<file path="src/rtl/bsu_phase_sequencer_if.sv">
// Shared signal bundle for the beam-steering phase sequencer.
//   master : sequencer side (drives command handshake response, LUT address/enable,
//            serial phase-shifter interface and status)
//   slave  : environment side (host command source plus the LUT bank on the shared bus)
// Signals:
//   cmd_valid/cmd_ready/cmd_teta/cmd_piv  beam command handshake
//   lut_teta/lut_piv/lut_en/lut_phase     LUT address, per-LUT enable, shared phase bus
//   sclk/sdo/sle                          serial clock, data and latch strobe
//   busy/done                             sequence status
interface bsu_phase_sequencer_if #(
    parameter int NUM_ELEM = 8,
    parameter int PHASE_W  = 5
);
    logic                cmd_valid;
    logic                cmd_ready;
    logic [3:0]          cmd_teta;
    logic [1:0]          cmd_piv;
    logic [3:0]          lut_teta;
    logic [1:0]          lut_piv;
    logic [NUM_ELEM-1:0] lut_en;
    logic [PHASE_W-1:0]  lut_phase;
    logic                sclk;
    logic                sdo;
    logic                sle;
    logic                busy;
    logic                done;

    modport master (
        input  cmd_valid, cmd_teta, cmd_piv, lut_phase,
        output cmd_ready, lut_teta, lut_piv, lut_en, sclk, sdo, sle, busy, done
    );

    modport slave (
        output cmd_valid, cmd_teta, cmd_piv, lut_phase,
        input  cmd_ready, lut_teta, lut_piv, lut_en, sclk, sdo, sle, busy, done
    );
endinterface

</file>
<file path="src/rtl/bsu_phase_sequencer.sv">
// Beam-steering sequencer. Accepts a (teta, piv) command, presents it to all
// element LUTs, enables the LUTs one at a time on the shared phase bus
// (break-before-make), captures every phase, shifts them out serially
// (last element first, MSB first) and pulses the latch strobe.
//
// Ports:
//   clk    system clock, rising edge
//   rst_n  asynchronous active-low reset, aborts any sequence in flight
//   bus    bsu_phase_sequencer_if.master (command, LUT, serial and status signals)
//
// Build option:
//   BSU_PARITY_EN  when defined, every shifted word carries a trailing odd-parity
//                  bit (XNOR-reduce of the phase); ports are unchanged.
//
// state   | meaning
// --------+---------------------------------------------------------
// S_IDLE  | cmd_ready high, waiting for a command
// S_SEL   | lut_en[k] high, LUT output settling (SETTLE_CYC cycles)
// S_CAP   | lut_en[k] still high, bus captured into phase_buf[k]
// S_GAP   | all enables low for one cycle before the next element
// S_SHIFT | serial shift, sclk low then high CLK_DIV cycles per bit
// S_LATCH | sle high for 2*CLK_DIV cycles
// S_DONE  | one-cycle done pulse, busy low
module bsu_phase_sequencer #(
    parameter int NUM_ELEM   = 8,
    parameter int PHASE_W    = 5,
    parameter int SETTLE_CYC = 2,
    parameter int CLK_DIV    = 4
) (
    input  logic                  clk,
    input  logic                  rst_n,
    bsu_phase_sequencer_if.master bus
);

`ifdef BSU_PARITY_EN
    localparam int WORD_W = PHASE_W + 1;
`else
    localparam int WORD_W = PHASE_W;
`endif
    localparam int NBITS   = NUM_ELEM * WORD_W;
    localparam int KW      = $clog2(NUM_ELEM);
    localparam int BW      = (NBITS > 1) ? $clog2(NBITS) : 1;
    localparam int TMR_MAX = (SETTLE_CYC > 2 * CLK_DIV) ? SETTLE_CYC : 2 * CLK_DIV;
    localparam int TW      = (TMR_MAX > 1) ? $clog2(TMR_MAX) : 1;

    localparam logic [KW-1:0] K_LAST   = KW'(NUM_ELEM - 1);
    localparam logic [BW-1:0] B_LAST   = BW'(NBITS - 1);
    localparam logic [TW-1:0] T_SETTLE = TW'(SETTLE_CYC - 1);
    localparam logic [TW-1:0] T_HALF   = TW'(CLK_DIV - 1);
    localparam logic [TW-1:0] T_LATCH  = TW'(2 * CLK_DIV - 1);

    typedef enum logic [2:0] {
        S_IDLE,
        S_SEL,
        S_CAP,
        S_GAP,
        S_SHIFT,
        S_LATCH,
        S_DONE
    } state_t;

    state_t              state_q, state_d;
    logic [KW-1:0]       k_q, k_d;
    logic [TW-1:0]       tmr_q, tmr_d;
    logic [BW-1:0]       bit_q, bit_d;
    logic                hi_q, hi_d;
    logic [3:0]          teta_q, teta_d;
    logic [1:0]          piv_q, piv_d;

    logic [NUM_ELEM-1:0] lut_en_q, lut_en_d;
    logic                sclk_q, sclk_d;
    logic                sdo_q, sdo_d;
    logic                sle_q, sle_d;
    logic                busy_q, busy_d;
    logic                done_q, done_d;
    logic                ready_q, ready_d;

    logic [PHASE_W-1:0]  phase_buf [NUM_ELEM];
    logic [NBITS-1:0]    stream;

    // Element NUM_ELEM-1 sits in the top word so that counting bit_q down
    // from NBITS-1 yields last-element-first, MSB-first order.
    always_comb begin
        stream = '0;
        for (int e = 0; e < NUM_ELEM; e++) begin
`ifdef BSU_PARITY_EN
            stream[e*WORD_W +: WORD_W] = {phase_buf[e], ~^phase_buf[e]};
`else
            stream[e*WORD_W +: WORD_W] = phase_buf[e];
`endif
        end
    end

    always_comb begin
        state_d = state_q;
        k_d     = k_q;
        tmr_d   = tmr_q;
        bit_d   = bit_q;
        hi_d    = hi_q;
        teta_d  = teta_q;
        piv_d   = piv_q;

        case (state_q)
            S_IDLE: begin
                if (bus.cmd_valid) begin
                    teta_d  = bus.cmd_teta;
                    piv_d   = bus.cmd_piv;
                    k_d     = '0;
                    tmr_d   = T_SETTLE;
                    state_d = S_SEL;
                end
            end
            S_SEL: begin
                if (tmr_q == '0) begin
                    state_d = S_CAP;
                end else begin
                    tmr_d = tmr_q - TW'(1);
                end
            end
            S_CAP: begin
                state_d = S_GAP;
            end
            S_GAP: begin
                if (k_q == K_LAST) begin
                    bit_d   = B_LAST;
                    hi_d    = 1'b0;
                    tmr_d   = T_HALF;
                    state_d = S_SHIFT;
                end else begin
                    k_d     = k_q + KW'(1);
                    tmr_d   = T_SETTLE;
                    state_d = S_SEL;
                end
            end
            S_SHIFT: begin
                if (tmr_q != '0) begin
                    tmr_d = tmr_q - TW'(1);
                end else if (!hi_q) begin
                    hi_d  = 1'b1;
                    tmr_d = T_HALF;
                end else if (bit_q == '0) begin
                    hi_d    = 1'b0;
                    tmr_d   = T_LATCH;
                    state_d = S_LATCH;
                end else begin
                    bit_d = bit_q - BW'(1);
                    hi_d  = 1'b0;
                    tmr_d = T_HALF;
                end
            end
            S_LATCH: begin
                if (tmr_q == '0) begin
                    state_d = S_DONE;
                end else begin
                    tmr_d = tmr_q - TW'(1);
                end
            end
            S_DONE: begin
                state_d = S_IDLE;
            end
            default: begin
                state_d = S_IDLE;
            end
        endcase
    end

    // Outputs are registered from the next-state values so every pin comes
    // straight off a flop: no decode glitches on lut_en or sclk.
    always_comb begin
        lut_en_d = '0;
        if (state_d == S_SEL || state_d == S_CAP) begin
            lut_en_d[k_d] = 1'b1;
        end
        sclk_d  = (state_d == S_SHIFT) && hi_d;
        sdo_d   = (state_d == S_SHIFT) ? stream[bit_d] : 1'b0;
        sle_d   = (state_d == S_LATCH);
        busy_d  = !(state_d == S_IDLE || state_d == S_DONE);
        done_d  = (state_d == S_DONE);
        ready_d = (state_d == S_IDLE);
    end

    always_ff @(posedge clk or negedge rst_n) begin
        if (!rst_n) begin
            state_q  <= S_IDLE;
            k_q      <= '0;
            tmr_q    <= '0;
            bit_q    <= '0;
            hi_q     <= 1'b0;
            teta_q   <= '0;
            piv_q    <= '0;
            lut_en_q <= '0;
            sclk_q   <= 1'b0;
            sdo_q    <= 1'b0;
            sle_q    <= 1'b0;
            busy_q   <= 1'b0;
            done_q   <= 1'b0;
            ready_q  <= 1'b1;
        end else begin
            state_q  <= state_d;
            k_q      <= k_d;
            tmr_q    <= tmr_d;
            bit_q    <= bit_d;
            hi_q     <= hi_d;
            teta_q   <= teta_d;
            piv_q    <= piv_d;
            lut_en_q <= lut_en_d;
            sclk_q   <= sclk_d;
            sdo_q    <= sdo_d;
            sle_q    <= sle_d;
            busy_q   <= busy_d;
            done_q   <= done_d;
            ready_q  <= ready_d;
        end
    end

    // lut_en_q is high throughout S_CAP, so the bus is only sampled while driven.
    always_ff @(posedge clk or negedge rst_n) begin
        if (!rst_n) begin
            for (int e = 0; e < NUM_ELEM; e++) begin
                phase_buf[e] <= '0;
            end
        end else if (state_q == S_CAP) begin
            phase_buf[k_q] <= bus.lut_phase;
        end
    end

    assign bus.cmd_ready = ready_q;
    assign bus.lut_teta  = teta_q;
    assign bus.lut_piv   = piv_q;
    assign bus.lut_en    = lut_en_q;
    assign bus.sclk      = sclk_q;
    assign bus.sdo       = sdo_q;
    assign bus.sle       = sle_q;
    assign bus.busy      = busy_q;
    assign bus.done      = done_q;

endmodule

</file>
<file path="src/flat_wrapper.sv">
// flat-port wrapper written by rule: the top's interface ports become plain ports
module bsu_phase_sequencer_flat 
#(
    parameter int NUM_ELEM   = 8,
    parameter int PHASE_W    = 5,
    parameter int SETTLE_CYC = 2,
    parameter int CLK_DIV    = 4
)
  (clk, rst_n, bus_cmd_valid, bus_cmd_teta, bus_cmd_piv, bus_lut_phase, bus_cmd_ready, bus_lut_teta, bus_lut_piv, bus_lut_en, bus_sclk, bus_sdo, bus_sle, bus_busy, bus_done);
  bsu_phase_sequencer_if #(.NUM_ELEM(NUM_ELEM), .PHASE_W(PHASE_W)) bus_i ();
  input  logic clk;
  input  logic rst_n;
  input wire logic [$bits(bus_i.cmd_valid)-1:0] bus_cmd_valid;
  input wire logic [$bits(bus_i.cmd_teta)-1:0] bus_cmd_teta;
  input wire logic [$bits(bus_i.cmd_piv)-1:0] bus_cmd_piv;
  input wire logic [$bits(bus_i.lut_phase)-1:0] bus_lut_phase;
  output wire logic [$bits(bus_i.cmd_ready)-1:0] bus_cmd_ready;
  output wire logic [$bits(bus_i.lut_teta)-1:0] bus_lut_teta;
  output wire logic [$bits(bus_i.lut_piv)-1:0] bus_lut_piv;
  output wire logic [$bits(bus_i.lut_en)-1:0] bus_lut_en;
  output wire logic [$bits(bus_i.sclk)-1:0] bus_sclk;
  output wire logic [$bits(bus_i.sdo)-1:0] bus_sdo;
  output wire logic [$bits(bus_i.sle)-1:0] bus_sle;
  output wire logic [$bits(bus_i.busy)-1:0] bus_busy;
  output wire logic [$bits(bus_i.done)-1:0] bus_done;
  assign bus_i.cmd_valid = bus_cmd_valid;
  assign bus_i.cmd_teta = bus_cmd_teta;
  assign bus_i.cmd_piv = bus_cmd_piv;
  assign bus_i.lut_phase = bus_lut_phase;
  assign bus_cmd_ready = bus_i.cmd_ready;
  assign bus_lut_teta = bus_i.lut_teta;
  assign bus_lut_piv = bus_i.lut_piv;
  assign bus_lut_en = bus_i.lut_en;
  assign bus_sclk = bus_i.sclk;
  assign bus_sdo = bus_i.sdo;
  assign bus_sle = bus_i.sle;
  assign bus_busy = bus_i.busy;
  assign bus_done = bus_i.done;
  bsu_phase_sequencer #(.NUM_ELEM(NUM_ELEM), .PHASE_W(PHASE_W), .SETTLE_CYC(SETTLE_CYC), .CLK_DIV(CLK_DIV)) u_core (.clk(clk), .rst_n(rst_n), .bus(bus_i));
endmodule
</file>
<file path="config.mk">
export PLATFORM = sky130hd
export DESIGN_NAME = bsu_phase_sequencer_flat
export DESIGN_NICKNAME = d
export VERILOG_FILES = /design/src/rtl/bsu_phase_sequencer_if.sv /design/src/rtl/bsu_phase_sequencer.sv /design/src/flat_wrapper.sv
export SDC_FILE = /design/constraint.sdc
export NUM_CORES = 1
export LEC_CHECK = 0
export ABC_CLOCK_PERIOD_IN_PS = 2700
export BUFFER_PORTS_ARGS = -buffer_cell sky130_fd_sc_hd__buf_4
export CORE_MARGIN = 1
export CORE_UTILIZATION = 53
export CTS_CLUSTER_SIZE = 20
export DETAILED_ROUTE_END_ITERATION = 16
export PLACE_DENSITY_LB_ADDON = 0.3
export REMOVE_ABC_BUFFERS = 1
export SYNTH_ARGS = -nofsm -noshare
export SYNTH_HDL_FRONTEND = slang
export SYNTH_SLANG_ARGS = --single-unit
</file>
<file path="constraint.sdc">
create_clock -name clk -period 2.7 [get_ports clk]
set_clock_uncertainty 0.1 [all_clocks]
set_input_delay 0.135 -clock clk [delete_from_list [all_inputs] [get_ports clk]]
set_output_delay 0.135 -clock clk [all_outputs]
set_load 0.005 [all_outputs]
</file>
==> metrics.md <==
| Metric | Value |
|---|---|
| Period utilization | 1.02 |
| Worst endpoint data arrival time | 2.88 ns |
| Fillcell total | 506 |
| Crit-path max FO | 6 |
| EDFF count, synth | 0 |
| Final wirelength | 7.83 mm |
| Final Core Density | 0.688 |
| Gr usage total | 0.233 |
| Core box area | 6460 um2 |
| Int Pwr | 1.69 mW |
| Initial antenna violation count | 0 |
| Final WS setup | -0.0425 ns |
| Die W | 84.7 um |
| VDD IR-drop max | 0.364 mV |
| TritonRoute pass-1 iters | 6 |
| Mapped cell area | 3620 um2 |
| Synth Warn # | 0 |
| XOR/XNOR Fraction of Synth Area | 0.00484 |
| Row count | 29 |
| Port Buffer Count | 33 |
| P_sw | 0.498 mW |
| # H-tree levels | 3 |
| DP Worst Slack | -0.0471 ns |
| WL per Instance | 17.0 um |
| FF+latch area | 1900 um2 |
| Initial DRC Count | 174 |
| Syn Area/Cell | 11.7 um2 |
| Status | complete, but fails checks |
| Pwr Density | 493 nW/um2 |
| Root Buffer Master | clkbuf_8 |
| Max Fclk | 0.365 GHz |
| Worst slew pin tran | 0.911 ns |
| Post-synthesis cell type count | 48 |
| Number of global-route vias before repair | 2614 |
| Setup crit end kind | register |
| Sequential Power Share | 0.545 |
| CP startpoint kind | register |
| Full die area | 7170 um2 |
| Clk pwr share | 0.401 |
| Register bit count reported by yosys | 76 |
| Leakage power | 2.13 nW |
| Failing checks | setup timing |
| Via count | 2721 |
| Clock slew at reported path FFs | 0.08 ns |
| Synth Area in Compound Gates | 0.0878 |
| Hold slack | 0.0126 ns |
| Register area share after synthesis | 0.526 |
| Endpoints failing hold | 0 |
| Synthesized-area fraction occupied by adder cells | 0.0138 |
| Multi-input logic area | 1670 um2 |
| Final Critical Period | 2.74 ns |
| Top_reg_cell synth | dfrtp_1 |
| Slew Limit Fails | 0 |
| Post-DP HPWL | 5.30 mm |
| RSZ-0062 raised after global routing | yes |
| Cts bufs inserted | 9 |
| Routability cong. | 0.835 |
| ANT nets after route | 0 |
| Share of layout cells above drive strength 1 | 0.349 |
| Asr flop ratio synth | 1.00 |
| HP Class | in -> reg |
| Max cap viols | 0 |
| Post-synthesis mux area share | 0.216 |
| Simple-Gate Fraction of Synth Area | 0.129 |
| CTS max path bufs | 2 |
| Worst path required time | 2.84 ns |
| Finish-stage setup viols | 1 |
| Final net count | 397 |
| Relative slew slack | 0.392 |
| Drt via density | 5.90 |
| Synth Instances | 310 |
| N_diodes | 0 |
| CTS tree | done |
| First-pass GRT wire length | 12.7 mm |
| Clock Latency Late Sink | 0.35 ns |
| Gr ovfl total | 0 |
| Largest family of logic cells by synthesized area | multiplexers |
| Starting Density | 0.561 |
| Pin count of the biggest net entering global routing | 77 |
| Layout Area Growth over Synthesis | 22.7% |
| Setup CP Type | reg -> reg |
| # DRC | 0 |
| Clock Sinks | 76 |
| Switching portion of total power | 0.228 |
| Combinational Power Share | 0.053 |
| Io pins | 34 |
| Die H | 84.7 um |
sequential cells by signal (all words and copies together), names as in the netlist, 2 cells and up:
signal / cells
u_core.bus.lut_en: 8
u_core.bus.lut_piv: 2
u_core.bit_q: 6
u_core.phase_buf: 40
u_core.bus.lut_teta: 4
u_core.k_q: 3
u_core.tmr_q: 3
u_core.state_q: 3
metrics by stage:
step	setup TNS, ns	cell area, um2	power, mW	instances
floorplan	-1.70	3570	1.25	301
global placement	0	4070	1.32	430
detailed placement	-0.0471	4070	1.32	430
CTS	-0.0216	4370	2.21	456
global route	-0.180	4440	2.28	461
finish	-0.0425	4440	2.19	461
routing by layer:
| layer | part of all wire | track usage | vias to the layer above | routed length, um |
|---|---|---|---|---|
| li1 | - | - | 1264 | - |
| met1 | 0.43 | 0.293 | 1367 | 3340 |
| met2 | 0.51 | 0.395 | 74 | 4020 |
| met3 | 0.044 | 0.0551 | 16 | 341 |
| met4 | 0.016 | 0.0832 | 0 | 128 |
| met5 | 0 | 0 | - | 0 |
worst max-delay path, stage by stage (launching register included):
cell	delay (ns)
dfrtp_1	0.39
inv_2	0.08
ha_4	0.15
nand3b_1	0.16
a211oi_4	0.39
mux2i_4	0.34
buf_4	0.17
buf_6	0.14
mux2i_1	0.22
a22oi_1	0.11
nand4_1	0.10
nand2_1	0.06
o211a_1	0.21
power by group through the flow:
stage	Combinational [mW]	Clock, mW	Sequential (mW)
finish	0.117	0.878	1.19
global route	0.130	0.954	1.20
CTS	0.118	0.898	1.19
detailed placement	0.108	0	1.22
global placement	0.105	0	1.21
floorplan	0.0452	0	1.21
synth_stat cells, types with 3 or more instances:
cell / count / share of area
dfrtp_1: 75 / 0.52
ha_1: 4 / 0.014
mux2_2: 48 / 0.15
nand2b_1: 3 / 0.0052
a31oi_1: 5 / 0.0086
a22oi_1: 4 / 0.0083
inv_1: 9 / 0.0093
nor3_1: 7 / 0.0097
nor2b_1: 7 / 0.012
and3_1: 4 / 0.0069
o21ai_0: 11 / 0.015
nor2_1: 25 / 0.026
nand2_1: 25 / 0.026
clkbuf_1: 7 / 0.0073
mux2i_1: 24 / 0.066
nand3_1: 7 / 0.0097
a21oi_1: 4 / 0.0055
worst paths after layout:
kind,start,slack (ns),to,depth (start not counted)
worst max-delay path,u_core.tmr_q[1],-0.04,u_core.bus.sdo,12
worst min-delay path,bus_lut_phase[3],0.01,u_core.phase_buf[18],2
min in group asynchronous,rst_n,0.36,u_core.phase_buf[35],2
worst max register to register,u_core.tmr_q[1],-0.04,u_core.bus.sdo,12
max in group asynchronous,rst_n,1.55,u_core.phase_buf[21],2
worst min register to register,u_core.phase_buf[29],0.41,u_core.phase_buf[29],1
kinds of logic after synthesis:
kind of cell    count (synthesis)
simple gates                   93
flops                          76
xor+xnor                        2
fa+ha+maj                       4
mux                            72
buf+inv                        19
compound gates                 44
cell usage in the layout, fill, tap and decap left out, types with 3 or more instances in the layout:
| cell type | synthesis | routed |
|---|---|---|
| a22oi_1 | 4 | 4 |
| buf_6 | 2 | 3 |
| a31oi_1 | 5 | 5 |
| and3_1 | 4 | 4 |
| dfrtp_1 | 75 | 75 |
| mux2_2 | 48 | 48 |
| nor2b_1 | 7 | 7 |
| nand2_1 | 25 | 25 |
| nand3_1 | 7 | 7 |
| buf_4 | 0 | 55 |
| mux2i_1 | 24 | 22 |
| dlygate4sd3_1 | 0 | 9 |
| nand2b_1 | 3 | 3 |
| a21oi_1 | 4 | 4 |
| nor2_1 | 25 | 25 |
| clkbuf_8 | 0 | 10 |
| inv_1 | 9 | 7 |
| inv_2 | 1 | 3 |
| nor3_1 | 7 | 7 |
| o21ai_0 | 11 | 11 |
cell type report:
class | count | area share
sequential | 76 | 0.428
multi-input combinational | 215 | 0.376
timing repair buffer | 67 | 0.121
clock buffer | 11 | 0.0318
tap | 77 | 0.0217
clock inverter | 5 | 0.0135
inverter | 10 | 0.00845
timing repair:
item / in CTS / in global routing
resized for setup: 1 / 9
setup buffers: 1 / 5
setup endpoints to repair: 1 / 1
pin swaps: 3 / 7
endpoints found under the hold margin: 93 / 0
hold buffers: 9 / 0
Power figures use the tool's default switching activity.
